## src/rtl/demux_1_to_4_reg.sv

```systemverilog
// Registered 1-to-4 demultiplexer with per-channel valid flags, write strobe and overwrite report.
// Optional macro LOAD_EDGE_DETECT_EN: write on the rising edge of load instead of on its level.
module demux_1_to_4_reg #(
  parameter int WIDTH = 4
) (
  input  logic             clk,
  input  logic             rst_n,
  input  logic [1:0]       select,
  input  logic [WIDTH-1:0] inDemux,
  input  logic             load,
  input  logic             clear,
  output logic [WIDTH-1:0] outDemux0,
  output logic [WIDTH-1:0] outDemux1,
  output logic [WIDTH-1:0] outDemux2,
  output logic [WIDTH-1:0] outDemux3,
  output logic [3:0]       valid,
  output logic [1:0]       lastSel,
  output logic             wrStrobe,
  output logic             overwrite
);

  logic loadQ_r;
  logic we_s;

  // Write-event qualification: rising edge of load or plain level, depending on build.
  always_comb begin
    we_s = 1'b0;
`ifdef LOAD_EDGE_DETECT_EN
    we_s = load & ~loadQ_r;
`else
    we_s = load;
`endif
  end

`ifndef LOAD_EDGE_DETECT_EN
  // In the level build the sampled load is kept only for structural parity with the edge build.
  logic unusedLoadQ_s;
  assign unusedLoadQ_s = loadQ_r;
`endif

  // Previous-cycle load sample; keeps updating through clear so a coincident edge is consumed.
  always_ff @(posedge clk or negedge rst_n) begin
    if (!rst_n) begin
      loadQ_r <= 1'b0;
    end else begin
      loadQ_r <= load;
    end
  end

  // Channel registers, flags and status pulses: clear beats write, write beats hold.
  always_ff @(posedge clk or negedge rst_n) begin
    if (!rst_n) begin
      outDemux0 <= {WIDTH{1'b0}};
      outDemux1 <= {WIDTH{1'b0}};
      outDemux2 <= {WIDTH{1'b0}};
      outDemux3 <= {WIDTH{1'b0}};
      valid     <= 4'b0000;
      lastSel   <= 2'd0;
      wrStrobe  <= 1'b0;
      overwrite <= 1'b0;
    end else if (clear) begin
      outDemux0 <= {WIDTH{1'b0}};
      outDemux1 <= {WIDTH{1'b0}};
      outDemux2 <= {WIDTH{1'b0}};
      outDemux3 <= {WIDTH{1'b0}};
      valid     <= 4'b0000;
      lastSel   <= 2'd0;
      wrStrobe  <= 1'b0;
      overwrite <= 1'b0;
    end else if (we_s) begin
      case (select)
        2'd0:    outDemux0 <= inDemux;
        2'd1:    outDemux1 <= inDemux;
        2'd2:    outDemux2 <= inDemux;
        2'd3:    outDemux3 <= inDemux;
        default: outDemux0 <= outDemux0;
      endcase
      valid[select] <= 1'b1;
      lastSel       <= select;
      wrStrobe      <= 1'b1;
      // Flag reflects the channel state before this write lands.
      overwrite     <= valid[select];
    end else begin
      wrStrobe  <= 1'b0;
      overwrite <= 1'b0;
    end
  end

endmodule

```

## config.mk

```make
export PLATFORM = sky130hd
export DESIGN_NAME = demux_1_to_4_reg
export DESIGN_NICKNAME = d
export VERILOG_FILES = /design/src/rtl/demux_1_to_4_reg.sv
export SDC_FILE = /design/constraint.sdc
export NUM_CORES = 1
export LEC_CHECK = 0
export BUFFER_PORTS_ARGS = -buffer_cell sky130_fd_sc_hd__buf_2
export CORE_ASPECT_RATIO = 0.6
export CORE_MARGIN = 1.5
export CORE_UTILIZATION = 44
export CTS_CLUSTER_DIAMETER = 100
export DETAILED_ROUTE_END_ITERATION = 12
export GPL_ROUTABILITY_DRIVEN = 0
export PLACE_DENSITY = 0.72
export SLEW_MARGIN = 20
export SYNTH_ARGS = -nofsm -noshare
export SYNTH_HDL_FRONTEND = slang
export SYNTH_SLANG_ARGS = --single-unit
```

## constraint.sdc

```tcl
create_clock -name clk -period 1.1 [get_ports clk]
set_input_delay 0.22 -clock clk [delete_from_list [all_inputs] [get_ports clk]]
set_output_delay 0.22 -clock clk [all_outputs]
set_load 0.01 [all_outputs]
```

* Word-level counts from Yosys, hierarchy flattened
Cells that the tools add are included.
Widths: inputs -> output; s select.
** Storage, ports and cells
- Input bits :: 10
- Logic and storage cells :: 49
- Bits in writable memories :: 0
- Latch bits :: 0
- Output and inout port bits :: 24
- Memories :: 0
- Flip-flop bits (word level) :: 24
- ROM bits :: 0
** Operators by class
- Magnitude comparators :: 2
- Eq/ne operators :: 3
- Multiply operators :: 0
- Divide/modulo/power cells :: 0
- Mux-type cells :: 24
- Reductions and logical operators :: 11
- Add/sub/neg operators :: 0
- Bitwise gates (word level) :: 1
- Shift operators :: 0
** Operators with widths (count)
- $mux 4 :: 14
- $reduce_bool 2->1 :: 5
- $reduce_and 2->1 :: 4
- $mux 1 :: 6
- $eq 2x2->1 const B :: 2
- $mux 2 :: 2
- $or 4x4->4 :: 1
- $lt 2x3->1 const B :: 1
- $bmux 1 s2 :: 1
- $demux 1 s2 :: 1
- $eq 2x1->1 const B :: 1
- $ge 2x1->1 const B :: 1
- $logic_not 2->1 :: 1
- $logic_and 1x1->1 :: 1

* Longest topological paths before layout
- Depth after elaboration :: 7
- Depth in mapped cells :: 3

* Least setup slack after synthesis
Ideal clock, no wire load.
- Kind :: register to register
- Start :: reg valid[3]
- End :: reg overwrite
- Path buffers :: 0
- Stages on the path, launching flop included :: 3
- Library setup time :: 119 ps
- Data arrival time :: 1010 ps
- Required time :: 981 ps
- Slack :: -29 ps
- Cells stage by stage :: dfrtp_1 > mux4_2 > and2_1
** Between the ends
- Cells in the longest elaborated chain, start to end :: 4
** Ends and longest elaborated chain
- start: declaration :: line 16 : output logic [3:0] valid,
- start signal: assignment :: line 57 : valid <= 4'b0000;
- start signal: assignment :: line 66 : valid <= 4'b0000;
- start signal: indexed assignment :: line 78 : valid[select] <= 1'b1;
- $bmux 1 s2 :: line 82 : overwrite <= valid[select];
- $mux 1 (not written as such) :: line 82
- $mux 1 :: line 70 : end else if (we_s) begin
- $mux 1 :: line 61 : end else if (clear) begin
- end signal: assignment :: line 82
- end: declaration :: line 19 : output logic overwrite
No other way between the ends. The select of a mux whose other input is x is not followed.
A chain may end at the register's enable or synchronous reset.

* Worst setup path after layout
- Start :: reg valid[0]
- End :: out valid[0]
No word-level cell between the ends.

==> flow_results.org <==
** Outcome
- Status :: complete, but fails checks
- Violated checks :: negative setup slack

** Layout
- Registers take 601 um^2.
- N_diodes :: 0
- In the final layout, the multi-input gates occupy 414 um^2.
- The filler cells instantiated in the layout total 199.
- Compared with the post-synthesis result, the final layout area differs by 31.2%.
- Once layout is done, the placed cells without fillers occupy 1380 um^2.
- After the last flow step, the layout net total stands at 132.
- Ratio of cells with drive above 1 in the final layout :: 38.0%
- Leaving out filler cells and counting taps, the final layout contains 151.

** Worst setup path
- Family with the most delay on the worst path :: flip-flops
- The number of buffers and inverters on the critical path is 2.
- Cell repeated most along the worst path :: buf_6
- In this run the critical register-to-register path is launched from valid[3].
- The endpoint identified for the worst register-to-register timing path is overwrite.
- CP Cell Sequence :: buf_6 > buf_6
- Start-to-end type of the worst setup path :: reg2out
- In this design, the stage delay of the slowest critical-path cell is 400 ps.
- The slowest stage of the critical path belongs to the cell dfrtp_1.
- Top fanout value on the critical path :: 2
- Across all register-to-register paths, the minimum setup slack is -20 ps.
- The worst setup path is captured at an output pin.
- Number of cells on the worst reg-to-reg path :: 2
- Endpoint required time on the critical path :: 880 ps
- STA puts the critical path data arrival time at 900 ps.
- STA classifies the critical path startpoint as a flip-flop.

** STA
- Across all setup checks in the final design, the least slack found is -21.9 ps.
- RSZ-0062 raised after global routing :: true
- Setup clock skew after layout :: 5.74 ps
- Max-Slew Margin vs Limit :: 62.1%
- Final worst path period share :: 102%
- The number of slew-limit violations in the final report came to 0.
- Final-report hold violation count :: 0
- Counting I/O delays and the setup requirement, the final critical path takes 1120 ps.
- Maximum operating frequency :: 0.891 GHz
- Setup violators final :: 3
- At the pin with the least slew margin, the transition time is 568 ps.
- Setup total negative slack on the finished layout was measured at -60.2 ps.

** Clock tree
- Clock transition at path regs :: 90 ps
- In this run the number of H-tree levels came out at 1.
- TritonCTS built the clock tree.
- Counting the buffers created by CTS gives 3.
- Clock sink count :: 24
- The later pin in the worst-skew pair is clocked with a latency of 270 ps.
- Worst-case clock buffer depth :: 2
- The cell sitting at the root of the clock tree is a clkbuf_8.

** Global routing
- Maximum number of pins on one net before global-route repair :: 25
- Number of global-route vias before repair :: 692
- Number of antenna violations at the first check in global routing :: 0
- The total overflow left after global routing is 0.
- Global-route wire length before repair :: 3.45 mm
- Across every metal layer, demand over resource in global routing totals 18.1%.

** Route
- Iteration-0 DRC count of the detailed router :: 35
- Routed wire length per instance :: 14.8 um
- The routed design has 2.24 mm of wire.
- DR pass1 iterations :: 4
- Antenna-violating nets left :: 0
- Via density per instance :: 4.91
- In the routed design, unresolved DRC markers number 0.
- Number of vias in the routed layout :: 741

** Power and ir drop
- For this design the ratio of total power to cell area is 1400 nW/um^2.
- Internal :: 1.51 mW
- For this design the total switching power over the nets is 0.421 mW.
- Combinational power share :: 11.8%
- The worst-case IR drop observed on VDD is 0.882 mV.
- Summed over all cells, the static leakage comes to 0.765 nW.
- Of the total power, the share spent switching nets is 21.8%.
- Of the total power, registers draw 48.3%.
- Power consumption :: 1.93 mW
- The clock network accounts for 39.8% of the total power.

** Logic synthesis
- By count the netlist is led by 24 x dfrtp_1, 20 x nand2b_1, 18 x mux2i_1, 3 x a21oi_1, 3 x inv_1.
- Dividing the synthesized area by the synthesized cell count gives 12.7 um^2.
- After synthesis, the share of flip-flops with an asynchronous set or reset is 100%.
- Of all cell types, the one taking the most synthesized area is dfrtp_1.
- Top cell type's share of synthesized area :: 57.1%
- The number of nets in the synthesized netlist is 93.
- Top post-synthesis cells by area :: dfrtp_1 57%, mux2i_1 17%, nand2b_1 12%, mux4_2 2.1%, nor3b_4 1.8%
- Yosys instantiated no cell more often than dfrtp_1.
- In this run, synthesis produced a sequential element count of 24.
- For this run, the number of Yosys warnings is 0.
- Yosys cell types :: 16
- Sequential cells were found to cover 57.1% of the synthesized design area.
- The cell count after synthesis came out at 83.
- In this run, synthesis inferred 0 flip-flops with an integrated enable.
- After synthesis the cells add up to 1050 um^2.
- Top_reg_cell synth :: dfrtp_1

** Place
- Setup Slack @ Placement :: -49.2 ps
- Including well taps, the total number of placed cells is 145.
- Post-detailed-placement cell area :: 1270 um^2
- HPWL reported at the end of detailed placement :: 1.61 mm
- Count of buffers from port buffering :: 33

** Die
- Core area :: 2210 um^2
- Effective utilization at floorplan :: 47.6%
- After floorplanning, the core was divided into 13 placement rows.
- Measured along the y axis, the die boundary spans 40.9 um.
- For this design the top-level I/O count stands at 34.
- Die Footprint :: 2700 um^2
- Die outline width :: 66.1 um

** Worst hold path
- Terminating pin of the worst hold path :: wrStrobe
- Path class of the lowest-slack min-delay path :: in2reg
- In this run the most critical hold path is launched from load.
- Hold path cells :: 2

** Run
- The tool flagged a number of max-cap violations equal to 0.
-- cells in the final DEF (no fill, tap or decap), drive strengths merged --
master | netlist | final
buf | 3 | 38
dfrtp | 24 | 24
nand2b | 20 | 20
mux2i | 18 | 18
inv | 3 | 3
a21oi | 3 | 3
clkbuf | 2 | 3
nand3b | 2 | 2
nor2 | 2 | 2
nor2b | 1 | 1
mux4 | 1 | 1
and2 | 1 | 1
nand3 | 1 | 1
nor3b | 1 | 1
o21ba | 1 | 1
bufinv | 0 | 1
dlygate4sd3 | 0 | 1
-- worst reg2reg max path, cell delays in order (launching register included) --
cell     delay, ps
dfrtp_1        410
mux4_2         480
and2_4         150
-- worst max-delay path by stage --
| stage | from | end | slack [ps] | depth (start not counted) |
|---|---|---|---|---|
| after floorplan | valid[3] | overwrite | -10 | 2 |
| after global placement | select[0] | overwrite | -20 | 3 |
| after detailed placement | select[0] | overwrite | -50 | 3 |
| after CTS | valid[0] | valid[0] | -20 | 2 |
| after global routing | valid[0] | valid[0] | -60 | 2 |
| final | valid[0] | valid[0] | -20 | 2 |
-- routing by layer --
layer / track usage, % / vias to the layer above / routed length (um) / share of wire, %
li1: - / 349 / - / -
met1: 24.1 / 373 / 1090 / 49
met2: 30.3 / 17 / 1040 / 47
met3: 4.95 / 2 / 96 / 4.3
met4: 4.59 / 0 / 11 / 0.49
met5: 0 / - / 0 / 0
-- metrics by stage --
stage          hold slack [ps]  utilization [%]
2_1_floorplan            -75.6                -
3_3_place_gp               224             57.4
3_5_place_dp               230             57.4
4_1_cts                    304             62.3
5_1_grt                    312             62.4
6_report                   305             62.4
-- cell families after synthesis --
family,share of synthesized area (%)
compound gates,2.38
buf+inv,3.81
flops,57.1
mux,19.3
simple gates,17.5
-- sequential cells by signal, summed over array words and instances (netlist names) --
| register | cells |
|---|---|
| valid | 4 |
| outDemux0 | 4 |
| overwrite | 1 |
| outDemux2 | 4 |
| lastSel | 2 |
| wrStrobe | 1 |
| outDemux3 | 4 |
| outDemux1 | 4 |
-- cell type report --
type / instances / area share (%)
clock buffers: 3 / 2.99
clock inverters: 1 / 2.18
inverters: 3 / 0.816
multi-input cells: 51 / 30.0
flip-flops and latches: 24 / 43.5
well taps: 30 / 2.72
repair buffers: 39 / 17.8
-- power groups by stage --
stage	logic [mW]	clock network, mW	registers, mW
after floorplan	0.0981	0	0.967
after global placement	0.210	0	0.949
after detailed placement	0.216	0	0.951
after CTS	0.230	0.778	0.934
after global routing	0.250	0.835	0.938
final	0.228	0.769	0.934
-- repair_timing --
item / CTS / global route
gates cloned: 0 / 0
buffers inserted: 1 / 0
endpoints found under the hold margin: 24 / 0
resized for setup: 4 / 1
hold buffers: 1 / 0
pin swaps: 0 / 0
setup endpoints to repair: 3 / 3
No activity file was read; power rests on OpenSTA's default activity.
